`src/rtl/audio_i2s_tx.sv`:
```
// Stereo I2S transmitter: divides CLK into BCLK/LRCLK and serializes
// 16-bit left/right pairs taken from a one-entry holding register.
module audio_i2s_tx #(
    parameter int DIV = 16
) (
    input  logic        CLK,
    input  logic        RST,
    input  logic [15:0] L_IN,
    input  logic [15:0] R_IN,
    input  logic        VALID,
    output logic        READY,
    output logic        BCLK,
    output logic        LRCLK,
    output logic        SDATA,
    output logic        UNDERRUN
);

    localparam logic [15:0] DIV_TOP = 16'(DIV - 1);

    logic [15:0] divcnt;
    logic [4:0]  bitcnt;
    logic [4:0]  bit_nxt;
    logic [31:0] shift;
    logic [15:0] l_hold;
    logic [15:0] r_hold;
    logic        full;
    logic        tick;
    logic        fall;
    logic        load;
    logic        accept;

    assign tick    = (divcnt == DIV_TOP);
    assign fall    = tick & BCLK;
    assign load    = fall & (bitcnt == 5'd0);
    assign accept  = VALID & READY;
    assign bit_nxt = bitcnt + 5'd1;

    // full and shift are registers, so both outputs stay glitch-free
    assign READY = ~full;
    assign SDATA = shift[31];

    always_ff @(posedge CLK) begin
        if (!RST) begin
            divcnt   <= '0;
            bitcnt   <= '0;
            shift    <= '0;
            l_hold   <= '0;
            r_hold   <= '0;
            full     <= 1'b0;
            BCLK     <= 1'b0;
            LRCLK    <= 1'b0;
            UNDERRUN <= 1'b0;
        end else begin
            UNDERRUN <= 1'b0;
            divcnt   <= tick ? '0 : divcnt + 16'd1;
            if (tick) begin
                BCLK <= ~BCLK;
            end
            if (fall) begin
                bitcnt <= bit_nxt;
                LRCLK  <= bit_nxt[4];
                if (bitcnt == 5'd0) begin
                    if (full) begin
                        shift <= {l_hold, r_hold};
                    end else begin
                        shift    <= '0;
                        UNDERRUN <= 1'b1;
                    end
                end else begin
                    shift <= {shift[30:0], 1'b0};
                end
            end
            // accept only happens when empty, so it never races a full load
            if (load && full) begin
                full <= 1'b0;
            end
            if (accept) begin
                full   <= 1'b1;
                l_hold <= L_IN;
                r_hold <= R_IN;
            end
        end
    end

endmodule
```
`config.mk`:
```
export PLATFORM = sky130hd
export DESIGN_NAME = audio_i2s_tx
export DESIGN_NICKNAME = d
export VERILOG_FILES = /design/src/rtl/audio_i2s_tx.sv
export SDC_FILE = /design/constraint.sdc
export NUM_CORES = 1
export LEC_CHECK = 0
export ABC_AREA = 1
export ABC_CLOCK_PERIOD_IN_PS = 1520
export CAP_MARGIN = 20
export CORE_ASPECT_RATIO = 1.25
export CORE_MARGIN = 1
export CORE_UTILIZATION = 35
export DETAILED_ROUTE_END_ITERATION = 12
export PLACE_DENSITY = 0.62
export SYNTH_ARGS = -nofsm -noshare
export SYNTH_HDL_FRONTEND = slang
export SYNTH_SLANG_ARGS = --single-unit
```
`constraint.sdc`:
```
create_clock -name CLK -period 1.52 [get_ports CLK]
set_input_delay 0.304 -clock CLK [delete_from_list [all_inputs] [get_ports CLK]]
set_output_delay 0.304 -clock CLK [all_outputs]
set_load 0.01 [all_outputs]
```
* Yosys cells after proc, flatten, opt, wreduce, memory -nomap -nowiden
Cells that the tools add are included.
** Storage, ports and cells
- Flip-flop bits (word level) :: 89
- Input port bits :: 35
- Output and inout bits :: 5
- Word-level logic and storage cells :: 28
** Cells by class
- $add $sub $neg :: 2
- Eq/ne operators :: 1
- Mux-type cells :: 5
- Bitwise gates (word level) :: 6
- Reductions and logical operators :: 5
** Operators by type and width (number)
- 32-bit 2-to-1 mux :: 2
- 16-bit by 1-bit adder with 16-bit output, second input constant :: 1
- 16-bit by 4-bit == test with 1-bit output, second input constant :: 1
- 5-bit by 1-bit adder with 5-bit output, second input constant :: 1
- 5-bit zero test :: 1
- 1-bit AND :: 3
- 1-bit 2-to-1 mux :: 3
- 1-bit inverter :: 3
- 3-bit AND reduction :: 1
- 2-bit nonzero test :: 1
- 2-bit OR reduction :: 1
- 1-bit logical AND :: 1

* Logic depth before layout (Yosys ltp)
- Depth in word-level cells :: 6
- Depth in mapped cells :: 10
- Depth with buffers taken out :: 9

* Least setup slack after synthesis
OpenSTA, ideal clock, no wires.
- Path type :: register to register
- Start :: register divcnt[0]
- End :: register LRCLK
- Setup time :: 132 ps
- Arrival time :: 1260 ps
- Data required time :: 1388 ps
- Slack :: 128 ps
- Cell stages (with the launch flop) :: 9
- Buffers on the path :: 2
- Clock period less this slack :: 1392 ps
- Cells stage by stage :: dfxtp_1 ha_1 nand3_2 nor2_4 nand3_4 buf_6 buf_6 nand2_1 a21oi_1
** Between the ends
- Longest elaborated chain between the ends :: 2
** Ends and longest elaborated chain
- start, declared :: RTL line 20 : logic [15:0] divcnt;
- start signal, assigned :: RTL line 55 : divcnt <= tick ? '0 : divcnt + 16'd1;
- 16-bit by 4-bit == test with 1-bit output :: RTL line 32 : assign tick = (divcnt == DIV_TOP);
- 1-bit AND :: RTL line 33 : assign fall = tick & BCLK;
- end signal, assigned :: RTL line 61 : LRCLK <= bit_nxt[4];
- end, declared :: RTL line 13 : output logic LRCLK,
Every way passes these cells.
A chain may end at the register's enable or synchronous reset.

* Worst setup path after layout
- Start :: register UNDERRUN
- End :: output UNDERRUN
** RTL lines
- start, declared :: RTL line 15 : output logic UNDERRUN
- start signal, assigned :: RTL line 52 : UNDERRUN <= 1'b0;
- start signal, assigned :: RTL line 54 : UNDERRUN <= 1'b0;
- start signal, assigned :: RTL line 67 : UNDERRUN <= 1'b1;
No word-level cell between the ends.

==> metrics.md <==
| Metric | Value |
|---|---|
| Outcome | completed |
| Clk_skew | 0.00577 ns |
| Count of cell types in the netlist | 26 |
| CTS buffer count | 9 |
| CP delay by family, top | buffers and inverters |
| CP Data Arrival Time | 1.16 ns |
| DRC | 0 |
| Placed cell area | 4430 um2 |
| RePlAce Congestion | 0.811 |
| Gate Count Post-Synth | 547 |
| Fmax | 683 MHz |
| Top cells by area, synth | dfxtp_1, nand2_1, nor2_1 |
| Final-report setup violation count | 0 |
| Post-DP HPWL | 5.73 mm |
| Final instance area | 4890 um2 |
| Max cap viols | 0 |
| Syn. warnings | 0 |
| Pwr dens | 1030 nW/um2 |
| Dpl ws | 0.0287 ns |
| Num rows | 42 |
| Starting Density | 36.4% |
| Final #Nets | 630 |
| # diodes | 0 |
| Global-route wire length before repair | 14.6 mm |
| Final min period | 1.46 ns |
| H-tree Lvls | 3 |
| Worst path cell trace | clkdlybuf4s50_1 |
| Root cell of the clock tree | clkbuf_16 |
| Worst-path clk slew | 0.06 ns |
| CP max stage cell | clkdlybuf4s50_1 |
| Die area | 11600 um2 |
| Number of I/O port buffers | 39 |
| Top cells by count, synth | nand2_1, dfxtp_1, nor2_1, a21oi_1, nand3_1 |
| Final Worst Setup Slack | 0.0558 ns |
| Total GRT Usage | 16.2% |
| Largest net degree at the start of global routing | 40 |
| Total number of vias | 3482 |
| Layout cells sized above 1 | 9.88% |
| Max Transition Viols Final | 0 |
| Ports | 40 |
| TNS Setup | 0 ns |
| Worst Path Max Fanout | 1 |
| CTS tree | yes |
| CTS Hold Buffers Added | 0 |
| Post-synth top area cell | dfxtp_1 |
| DIE WIDTH | 96.4 um |
| Number of synthesized flops with an enable pin | 0 |
| Synthesized Nets | 585 |
| WHS Path Cells | 1 |
| Tcrit/Tclk final | 96.3% |
| Critical path buffer and inverter count | 1 |
| Most frequent cell after synthesis | nand2_1 |
| WL/cell | 12.1 um |
| Util after Layout | 45.6% |
| Final hold slack | 0.453 ns |
| GR Overflow Total | 0 |
| TritonCTS Sinks | 88 |
| Drt first pass iters | 5 |
| Die Y | 120 um |
| Least-Margin Pin Slew | 0.355 ns |
| Pleak | 1.92 nW |
| Seq cells post-synth | 88 |
| WS Path Type | flop to primary output |
| Startpoint types | flop |
| Levels on crit path | 1 |
| Synth-to-Final Area Change | 25.4% |
| DR iter-0 viols | 245 |
| Top_reg_cell synth | dfxtp_1 |
| Seq/Total Area, Yosys | 45.2% |
| Total power | 5.03 mW |
| Synth Cell Area | 3900 um2 |
| Worst skew pair latency | 0.34 ns |
| Hold Violations, Final | 0 |
| CP Data Required Time | 1.22 ns |
| R2R cell count | 8 |
| Placed cell count | 707 |
| Avg Cell Area, Syn | 7.13 um2 |
| WL final | 8.80 mm |
| Core ar. | 10700 um2 |
| Asr flop ratio synth | 0% |
| Post-route ant nets | 0 |
| Post-synth top area share | 45.2% |
| Vias in the first global route | 3230 |
| Drt via density | 4.78 |
| Worst setup EP type | primary output |
| CTS max path bufs | 2 |
| Final Non-Filler Cells | 729 |
| Worst Hold Class | flop to flop |
| Antenna violations before repair | 0 |
| Max_slew headroom | 76.4% |
| CP peak stage delay | 0.52 ns |
| Worst VDD drop | 0.000468 V |
## per-layer routing
| layer | global-route usage [%] | up-vias | share of wire (%) |
|---|---|---|---|
| met1 | 20.5 | 1549 | 45 |
| met5 | 0 | - | 0 |
| met2 | 26.2 | 76 | 47 |
| met4 | 7.35 | 0 | 2.2 |
| met3 | 3.42 | 14 | 5.3 |
| li1 | - | 1843 | - |
## path summary, 6_finish.rpt
kind                            startpoint         to  slack, ns
worst max-delay path              UNDERRUN   UNDERRUN       0.06
worst min register to register   divcnt[0]  divcnt[0]       0.45
worst max register to register   divcnt[8]  shift[27]       0.07
worst min-delay path             divcnt[0]  divcnt[0]       0.45
## cell type report
| cell class | instances | area, um2 |
|---|---|---|
| Multi-Input combinational cell | 405 | 1860 |
| Timing Repair inverter | 2 | 20.0 |
| Tap cell | 132 | 165 |
| Clock inverter | 2 | 37.5 |
| Sequential cell | 88 | 1760 |
| Inverter | 22 | 95.1 |
| Fill cell | 1072 | 5830 |
| Clock buffer | 14 | 264 |
| Timing Repair Buffer | 64 | 682 |
## kinds of logic (layout without fill, tap and decap cells)
family	count (synthesis)	in the layout	share of synthesized area, %
AO/OA/AOI/OAI	80	80	10.3
XOR/XNOR	5	5	1.12
adder cells (fa/ha/maj)	3	3	0.963
buffers and inverters	54	104	8.06
flip-flops	88	88	45.2
AND/OR/NAND/NOR	317	317	34.4
## layout by cell type, fill, tap and decap left out, drive strengths merged
| cell | n |
|---|---|
| dfxtp | 88 |
| clkbuf | 15 |
| ha | 3 |
| nor2 | 90 |
| nor3 | 7 |
| nor3b | 3 |
| xor2 | 4 |
| clkinv | 1 |
| a21oi | 47 |
| dlygate4sd2 | 4 |
| or2 | 2 |
| bufinv | 1 |
| xnor2 | 1 |
| buf | 24 |
| o21ai | 33 |
| nand3 | 45 |
| nand4 | 6 |
| clkdlybuf4s50 | 35 |
| clkinvlp | 1 |
| nand2 | 164 |
| inv | 23 |
## sequential cells by signal, summed over array words and instances (netlist names)
name and count:
full 1, divcnt 16, r_hold 16, l_hold 16, LRCLK 1, shift 32, BCLK 1, bitcnt 4
UNDERRUN 1
## report_power, final
part	internal, mW	leakage (nW)	switching, mW	total, mW
logic	0.180	1.06	0.187	0.367
clock network	1.37	0.143	0.857	2.22
registers	2.39	0.717	0.0486	2.44
total	3.93	1.92	1.09	5.03
## what timing repair did
action	4_1_cts	5_1_grt
gates resized for setup	4	20
endpoints found under the hold margin	0	0
gates cloned	0	3
buffers inserted	0	3
setup endpoints to repair	4	41
pin swaps	0	5
Power figures use the tool's default switching activity.
